<file path="config.mk">
export PLATFORM = sky130hd
export DESIGN_NAME = vga_scan_generator
export DESIGN_NICKNAME = d
export VERILOG_FILES = /design/src/rtl/vga_scan_generator.sv
export SDC_FILE = /design/constraint.sdc
export NUM_CORES = 1
export LEC_CHECK = 0
export ABC_AREA = 1
export CAP_MARGIN = 20
export CORE_AREA = 5 5 81 83
export CTS_CLUSTER_SIZE = 24
export DETAILED_ROUTE_END_ITERATION = 6
export DIE_AREA = 0 0 86 88
export MAX_ROUTING_LAYER = met4
export PLACE_DENSITY = 0.78
export SKIP_CTS_REPAIR_TIMING = 1
export SYNTH_ARGS = -nofsm -noshare
export SYNTH_HDL_FRONTEND = slang
export SYNTH_SLANG_ARGS = --single-unit
export TNS_END_PERCENT = 1
</file>
<file path="constraint.sdc">
create_clock -name clk -period 1.8 [get_ports clk]
set_input_delay 0.45 -clock clk [delete_from_list [all_inputs] [get_ports clk]]
set_output_delay 0.45 -clock clk [all_outputs]
set_load 0.05 [all_outputs]
</file>
<file path="src/rtl/vga_scan_generator.sv">
// VGA scan source: free-running h/v counters for the layer consumers, plus a timing
// delay line that re-aligns sync/blank with the colour returned COLOR_DELAY cycles later.
module vga_scan_generator #(
  parameter int H_ACTIVE    = 640,
  parameter int H_FP        = 16,
  parameter int H_SYNC      = 96,
  parameter int H_BP        = 48,
  parameter int V_ACTIVE    = 480,
  parameter int V_FP        = 10,
  parameter int V_SYNC      = 2,
  parameter int V_BP        = 33,
  parameter int COLOR_DELAY = 7
) (
  input  logic               clk,
  input  logic               reset,
  output logic signed [31:0] count_h,
  output logic signed [31:0] count_v,
  output logic               frame_start,
  input  logic [7:0]         color_in,
  output logic               vga_hs,
  output logic               vga_vs,
  output logic               vga_de,
  output logic [3:0]         vga_r,
  output logic [3:0]         vga_g,
  output logic [3:0]         vga_b
);

  localparam int H_TOTAL = H_ACTIVE + H_FP + H_SYNC + H_BP;
  localparam int V_TOTAL = V_ACTIVE + V_FP + V_SYNC + V_BP;
  localparam int HW = $clog2(H_TOTAL);
  localparam int VW = $clog2(V_TOTAL);

  localparam logic [HW-1:0] H_LAST       = HW'(H_TOTAL - 1);
  localparam logic [HW-1:0] H_DE_END     = HW'(H_ACTIVE);
  localparam logic [HW-1:0] H_SYNC_START = HW'(H_ACTIVE + H_FP);
  localparam logic [HW-1:0] H_SYNC_END   = HW'(H_ACTIVE + H_FP + H_SYNC);
  localparam logic [VW-1:0] V_LAST       = VW'(V_TOTAL - 1);
  localparam logic [VW-1:0] V_DE_END     = VW'(V_ACTIVE);
  localparam logic [VW-1:0] V_SYNC_START = VW'(V_ACTIVE + V_FP);
  localparam logic [VW-1:0] V_SYNC_END   = VW'(V_ACTIVE + V_FP + V_SYNC);

  // Timing bundle ordering is {de, hs, vs}; idle means blanked with both syncs released.
  localparam logic [2:0] TIMING_IDLE = 3'b011;

  logic [HW-1:0] hCount_q, hCount_d;
  logic [VW-1:0] vCount_q, vCount_d;
  logic [2:0]    timingRaw;
  logic [2:0]    timingDly;
  logic [2:0]    delay_q [COLOR_DELAY];
  logic          deOut_q, hsOut_q, vsOut_q;
  logic [11:0]   rgbOut_q, rgbOut_d;

  always_comb begin
    hCount_d = hCount_q + HW'(1);
    vCount_d = vCount_q;
    if (hCount_q == H_LAST) begin
      hCount_d = '0;
      vCount_d = (vCount_q == V_LAST) ? '0 : vCount_q + VW'(1);
    end
  end

  always_ff @(posedge clk or posedge reset) begin
    if (reset) begin
      hCount_q <= '0;
      vCount_q <= '0;
    end else begin
      hCount_q <= hCount_d;
      vCount_q <= vCount_d;
    end
  end

  assign timingRaw[2] = (hCount_q < H_DE_END) && (vCount_q < V_DE_END);
  assign timingRaw[1] = !((hCount_q >= H_SYNC_START) && (hCount_q < H_SYNC_END));
  assign timingRaw[0] = !((vCount_q >= V_SYNC_START) && (vCount_q < V_SYNC_END));

  // Matches the layer pipeline so timing and colour for the same pixel meet at the pins.
  always_ff @(posedge clk or posedge reset) begin
    if (reset) begin
      for (int i = 0; i < COLOR_DELAY; i++) delay_q[i] <= TIMING_IDLE;
    end else begin
      delay_q[0] <= timingRaw;
      for (int i = 1; i < COLOR_DELAY; i++) delay_q[i] <= delay_q[i-1];
    end
  end

  assign timingDly = delay_q[COLOR_DELAY-1];

  always_comb begin
    rgbOut_d = '0;
    if (timingDly[2]) begin
      rgbOut_d = {color_in[7:5], color_in[7], color_in[4:2], color_in[4],
                  color_in[1:0], color_in[1:0]};
    end
  end

  always_ff @(posedge clk or posedge reset) begin
    if (reset) begin
      deOut_q  <= 1'b0;
      hsOut_q  <= 1'b1;
      vsOut_q  <= 1'b1;
      rgbOut_q <= '0;
    end else begin
      deOut_q  <= timingDly[2];
      hsOut_q  <= timingDly[1];
      vsOut_q  <= timingDly[0];
      rgbOut_q <= rgbOut_d;
    end
  end

  assign count_h     = $signed({{(32-HW){1'b0}}, hCount_q});
  assign count_v     = $signed({{(32-VW){1'b0}}, vCount_q});
  assign frame_start = (hCount_q == '0) && (vCount_q == '0);
  assign vga_de      = deOut_q;
  assign vga_hs      = hsOut_q;
  assign vga_vs      = vsOut_q;
  assign vga_r       = rgbOut_q[11:8];
  assign vga_g       = rgbOut_q[7:4];
  assign vga_b       = rgbOut_q[3:0];

endmodule
</file>
# Word level (Yosys, flattened, before mapping)
# Cells that the tools add are included.
op_classes:
  n_addsub: 2
  n_lt_le_gt_ge: 6
  n_eq_ne: 2
  mux: 3
  n_reduce_logical: 8
op_table:
  columns: ["cell", "n"]
  rows:
  - ["10-bit by 1-bit adder with 10-bit output, second input constant", 2]
  - ["10-bit equality test, second input constant", 2]
  - ["10-bit logical NOT", 2]
  - ["10-bit less-than comparator, second input constant", 2]
  - ["10-bit by 9-bit less-than comparator with 1-bit output, second input constant", 2]
  - ["10-bit two-way mux", 2]
  - ["12-bit two-way mux", 1]
  - ["10-bit >= comparator, second input constant", 1]
  - ["10-bit by 9-bit >= comparator with 1-bit output, second input constant", 1]
  - ["1-bit logical AND", 4]
  - ["1-bit logical NOT", 2]
totals:
  register_bits: 56
  in_bits: 10
  output_inout_bits: 80
  wordCells: 34

# Longest topological paths before layout
# Gate-level depths: netlist (run 1).
logic_depth:
  depth_word: 3
  depth_mapped: 8
  ltp_nobuf: 8

# Least setup slack after synthesis (run 1)
# OpenSTA, ideal clock, no wires.
synth_path:
  kind: "reg2out"
  start: "reg hCount_q[0]"
  end: "out frame_start"
  arrival_time_ps: 1765
  required_ps: 1350
  setup_slack_ps: -415
  path_stages_with_launch: 7
  path_buffers: 0
  path_cell_list: "dfrtp_1 -> inv_1 -> ha_1 -> nand2_1 -> nor3_1 -> nand4_1 -> nor2_1"
synth_via:
  elab_chain_len: 2
synth_lines:
  columns: ["item", "line_no", "text"]
  rows:
  - ["start, declared", "45", "logic [HW-1:0] hCount_q, hCount_d;"]
  - ["start signal, assigned", "67", "hCount_q <= hCount_d;"]
  - ["10-bit logical NOT", "112", "assign frame_start = (hCount_q == '0) && (vCount_q == '0);"]
  - ["1-bit logical AND", "112", null]
  - ["end, declared", "18", "output logic frame_start,"]
# No other way between the ends.

# Worst setup path in the final report (run 1)
# Same ends and word-level chain as after synthesis.

==> results of run 1 <==
==> cells in the mapped netlist, types with 2 or more instances <==
cell type	n
a21oi_1	2
nor2_4	2
nand4_1	5
xor2_1	10
dfstp_2	16
inv_1	29
o21ai_1	3
buf_4	48
dfrtp_1	36
nor3_1	4
xnor2_1	2
nor2_1	24
ha_1	4
nand2_1	38
nand3_2	2
nand3_1	12
o21ai_0	4
==> critical path, stage by stage (launching register included) <==
cell	delay (ns)
dfrtp_2	0.45
inv_2	0.06
ha_1	0.14
nand2_1	0.06
nor3_2	0.09
nand4_1	0.15
nor2_4	0.14
buf_12	0.14
==> metrics by stage <==
stage	util	instance area, sq um	setup TNS, ns	cells
2_1_floorplan	-	2640	-0.0108	295
3_3_place_gp	0.511	2950	0	374
3_5_place_dp	0.511	2950	0	374
4_1_cts	0.531	3070	-0.277	382
5_1_grt	0.535	3090	-0.312	384
6_report	0.535	3090	-0.198	384
==> layout by cell type, fill, tap and decap left out, drive strengths merged <==
cell           instances
clkdlybuf4s50          9
o211ai                 1
a21oi                  2
xor2                  10
nor3                   4
dfrtp                 36
nor2                  26
or2                    1
inv                   30
nor4                   1
nand3                 14
ha                     4
clkinv                 1
o21ai                  8
buf                   48
conb                  44
nand4                  5
dfstp                 16
xnor2                  2
clkbuf                 7
nand2                 39
nand3b                 1
==> final cells by class <==
cell class | instances | area [sq um] | share of cell area
sequential | 52 | 1330 | 0.430
multi-input combinational | 162 | 812 | 0.263
timing repair buffer | 57 | 626 | 0.202
inverter | 30 | 115 | 0.0372
clock buffer | 7 | 108 | 0.0348
tap | 75 | 93.8 | 0.0304
clock inverter | 1 | 8.76 | 0.00283
==> cell families after synthesis <==
| family | Yosys count | synth area share |
|---|---|---|
| AND/OR/NAND/NOR | 91 | 0.169 |
| AO/OA/AOI/OAI | 11 | 0.0251 |
| buffers and inverters | 81 | 0.201 |
| adder cells (fa/ha/maj) | 4 | 0.0205 |
| XOR/XNOR | 12 | 0.0429 |
| flip-flops | 52 | 0.540 |
| other | 1 | 0.00153 |
==> path summary, 6_finish.rpt <==
check,startpoint,to,slack (ns),cells after the start
hold reg to reg,delay_q[18]$_DFF_PP1_,delay_q[15]$_DFF_PP1_,0.35,0
min in group asynchronous,reset,rgbOut_q[7]$_DFF_PP0_,0.50,3
max in group asynchronous,reset,delay_q[18]$_DFF_PP1_,1.02,3
setup reg to reg,hCount_q[1]$_DFF_PP0_,vCount_q[7]$_DFFE_PP0N_,0.14,8
setup / recovery,hCount_q[0]$_DFF_PP0_,frame_start,-0.20,7
hold / removal,delay_q[18]$_DFF_PP1_,delay_q[15]$_DFF_PP1_,0.35,0
==> sequential cells by signal, summed over array words and instances (netlist names) <==
register and cells:
vga_vs 1, timingDly 3, vCount_q 10, vga_hs 1, delay_q 18, rgbOut_q 8, hCount_q 10, vga_de 1
==> routing by layer <==
metal / GRT usage / vias to the layer above
met2: 0.214 / 67
met5: - / -
met4: 0.0403 / 0
met3: 0.0329 / 7
li1: - / 793
met1: 0.159 / 776
==> power breakdown <==
part	total (mW)	leakage (nW)	switching [mW]	internal, mW
clock	0.776	0.0596	0.377	0.399
combinational	0.329	0.830	0.286	0.0424
sequential	1.18	0.588	0.00349	1.18
total	2.29	1.48	0.667	1.62
==> metrics.yaml, run 1 <==
drt_iter0_markers: 39
htreeDepth: 2
cp-end-kind: "output pin"
hold_class: "reg2reg"
firstDrtPassIters: 4
drive_gt1_frac: 0.294
gp_congestion: 0.898
ys_warn_count: 0
worst-path-max-fanout: 6
nNetsFinal: 322
wl_met1_um: 1840
portBuffers: 45
crit_type: "reg2out"
track_usage: 0.131
skew_ns: 0.00769
hold_violations: 0
dieHeight_um: 88
synth_async_sr_flop_share: 1.00
grt_max_degree: 53
finalWorstSetupSlack_ns: -0.198
yosysTopAreaCell: "dfrtp_1"
clockBufferDepth: 2
ys_seq_elements: 52
grt_pass1_wl_um: 7510
period_needed_ns: 2.00
synth.area.top_cells: "dfrtp_1 37%, dfstp_2 17%, buf_4 15%"
dieArea_sq_um: 7570
drtAntennaViolNets: 0
synth_top_area_frac: 0.368
total_power_mw: 2.29
cts_tree: "done"
fillers: 529
via_per_inst: 4.28
postSynthAreaPerCell_sq_um: 9.71
violations: "negative setup slack"
wl_per_cell_um: 12.0
routed.top_layer: "met4"
ys_seq_area_frac: 0.540
clk_pin_slew_ns: 0.10
grt_pass1_vias: 1553
leakage_nw: 1.48
required_ns: 1.35
synthCells: 252
wl_met3_um: 399
start_kind: "register"
dp_hpwl_um: 3480
synth_edf_count: 0
wl_met2_um: 2290
setup_viol: 1
cts.sinks: 52
cts_root_buf: "clkbuf_8"
num_antenna_cells: 0
rsz0062_at_grt: "true"
start_util: 0.423
status: "finished with violations"
syn_area_sq_um: 2450
areaGrowthSynthToFinish_pct: 26.3
max-vdd-ir-drop_uv: 331
fin_crit_sh: 1.11
via_count: 1643
rows: 28
cp.arrival_ns: 1.55
core_area_sq_um: 5780
synthDistinctLibCells: 28
antenna_found_initial: 0
power.density_nw_per_um2: 739
postRouteWirelength_um: 4600
ys.flop_type: "dfrtp_1"
dp_slack_ns: 0.0909
clock_latency_ns: 0.30
fmax_mhz: 501
cts_made_buffers: 5
maxCapViolations: 0
final_max_slew_viol_count: 0
fin_hold_ws_ns: 0.352
grt_overflow: 0
pin_count: 90
chipWidth_um: 86
drc: 0
Power figures use the tool's default switching activity.
==> run 2: changes to the inputs <==
SLEW_MARGIN = 20   (was default)
==> results of run 2 <==
Final layout, timing and power as in run 1 (identical DEF).
==> run 3: changes to the inputs <==
CORE_AREA = 5 5 78 80   (was 5 5 81 83)
DIE_AREA = 0 0 83 85   (was 0 0 86 88)
PLACE_DENSITY = 0.83   (was 0.78)
clock period = 2.6 ns   (was 1.8 ns; I/O delays follow)
==> run 3 against run 2 <==
The flow now finishes without violations; total power shrank 36%; core utilization grew 0.22 points; final cell count shrank 3.6%; die area shrank 6.8%; critical path depth shrank 6; non-clock buffer count shrank 11; combinational power shrank 30%; count of clock-buffer cells in the layout grew 1; first-iteration DRC count grew 15%; clock skew grew 0.0045 ns; sequential power shrank 31%; critical path type unchanged; critical endpoint is now count_v[4]; largest cell class unchanged; highest routed layer unchanged.
==> metrics.yaml, run 3 (synthesis results as in run 1) <==
cts_tree: "done"
clockBufferDepth: 2  # unchanged
grt_max_degree: 30  # -43%
max-vdd-ir-drop_uv: 258  # -22%
total_power_mw: 1.47  # -36%
leakage_nw: 1.31  # -11%
drt_iter0_markers: 45  # +15%
hold_class: "reg2reg"
fin_setup_tns_ns: 0  # +0.198 ns
grt_pass1_wl_um: 7090  # -5.7%
num_antenna_cells: 0  # unchanged
cp-end-kind: "output pin"
regMostFlops: "delay_q"
cts_made_buffers: 5  # unchanged
hold_depth: 0  # unchanged
period_needed_ns: 2.29
drc: 0  # unchanged
htreeDepth: 2  # unchanged
fin_crit_sh: 0.880
reg.largest.list: "delay_q: 18 flops, hCount_q: 10 flops, vCount_q: 10 flops"
drive_gt1_frac: 0.107  # -0.187
crit_family: "buffers and inverters"
combPwrFrac: 0.156  # +0.012
firstDrtPassIters: 4  # unchanged
cts_root_buf: "clkbuf_8"
wl_per_cell_um: 11.7  # -2.6%
worst-path-max-fanout: 9  # +3
fmax_mhz: 437
cp_slowest_cell: "clkdlybuf4s50_1"
reg2reg_from: "hCount_q[0]$_DFF_PP0_"
start_kind: "register"
whs_endpoint: "timingDly[2]$_DFF_PP0_"
portBuffers: 45  # unchanged
core_area_sq_um: 5340  # -7.7%
start_util: 0.459  # +0.0351
hp-start: "delay_q[5]$_DFF_PP0_"
final_core_util: 0.537  # +0.00219
power_frac_clock: 0.288  # -0.051
rows: 27  # -3.6%
power_frac_seq: 0.555  # +0.038
dp_hpwl_um: 3320  # -4.6%
power.internal_mw: 1.04  # -36%
track_usage: 0.128  # -0.00312
regToRegSetupSlack_ns: 0.85  # +0.71 ns
clock_latency_ns: 0.30  # about the same
skew_ns: 0.0122  # +0.00453 ns
rsz0062_at_grt: "false"
critPathBufInv: 1  # -1
cts.sinks: 52  # unchanged
crit_type: "reg2out"
mostFrequentLayoutCells: "44 x conb_1, 44 x clkdlybuf4s50_1, 38 x nand2_1"
required_ns: 1.95  # +0.60 ns
p_switching_mw: 0.433  # -35%
slowest_delay_ns: 0.86  # +0.41 ns
slew-limit-headroom: 0.652
postRouteWirelength_um: 4320  # -6.1%
via_count: 1627  # -0.97%
largest_reg_flops: 18  # unchanged
antenna_found_initial: 0  # unchanged
instances_no_fill: 370  # -3.6%
hold_violations: 0  # unchanged
drtAntennaViolNets: 0  # unchanged
status: "finished, final reports clean"
dieArea_sq_um: 7060  # -6.8%
worstPathCellList: "clkdlybuf4s50_1"
grt_pass1_vias: 1519  # -2.2%
swShare: 0.294  # +0.00250
power.density_nw_per_um2: 514  # -31%
dieHeight_um: 85  # -3.4%
maxCapViolations: 0  # unchanged
chipWidth_um: 83  # -3.5%
pin_count: 90  # unchanged
dpl.cell_count: 362  # -3.2%
final_max_slew_viol_count: 0  # unchanged
via_per_inst: 4.40  # +2.8%
reg2regPathDepth: 8  # unchanged
nNetsFinal: 311  # -3.4%
grt_overflow: 0  # unchanged
clk_pin_slew_ns: 0.09  # about the same
areaGrowthSynthToFinish_pct: 17.1
gp_congestion: 0.887  # -1.2%
tightest_slew_ns: 0.521
timing.rr.end: "vCount_q[4]$_DFFE_PP0N_"
setup_viol: 0  # -1
cp.arrival_ns: 1.64  # +0.09 ns
run 3: cell count changes in the layout (fill, tap and decap cells not counted), moves of 2 or more:
cell             previous run  this run
clkbuf_1                    0         3
buf_12                     14         1
dfrtp_2                     6         0
nor3_2                      2         0
nor3_1                      2         4
dfrtp_1                    30        36
buf_4                      34         1
clkdlybuf4s50_1             9        44
run 3: power by group through the flow:
stage / Clock [mW] / Combinational, mW / Sequential [mW]
final: 0.425 / 0.230 / 0.818
after global routing: 0.486 / 0.241 / 0.819
after CTS: 0.448 / 0.231 / 0.818
after detailed placement: 0 / 0.230 / 0.833
after global placement: 0 / 0.229 / 0.833
after floorplan: 0 / 0.222 / 0.856
run 3: per-stage QoR:
step	hold WS (ns)	instance area, sq um	setup slack (ns)
after global placement	0.334	2790	0.647
after global routing	0.361	2870	0.223
after detailed placement	0.343	2790	0.635
final	0.356	2870	0.312
after floorplan	0.331	2610	0.185
after CTS	0.359	2870	0.293
run 3: per-layer routing:
metal / global-route usage / part of all wire / up-vias
met4: 0.0446 / 0.016 / 0
met5: - / 0 / -
li1: - / - / 771
met3: 0.0437 / 0.079 / 9
met2: 0.211 / 0.50 / 74
met1: 0.145 / 0.40 / 773
run 3: worst max-delay path by stage:
stage	startpoint	endpoint	cells past startpoint
3_5_place_dp	vCount_q[4]$_DFFE_PP0N_	count_v[4]	1
2_1_floorplan	hCount_q[0]$_DFF_PP0_	frame_start	6
4_1_cts	vCount_q[4]$_DFFE_PP0N_	count_v[4]	1
3_3_place_gp	vCount_q[4]$_DFFE_PP0N_	count_v[4]	1
6_report	vCount_q[4]$_DFFE_PP0N_	count_v[4]	1
5_1_grt	vCount_q[7]$_DFFE_PP0N_	frame_start	6
run 3: layout make-up:
class	count	area, sq um
well taps	72	90.1
repair buffers	46	468
flip-flops and latches	52	1320
clock buffers	8	80.1
inverters	30	113
multi-input cells	162	795
fillers	501	2470
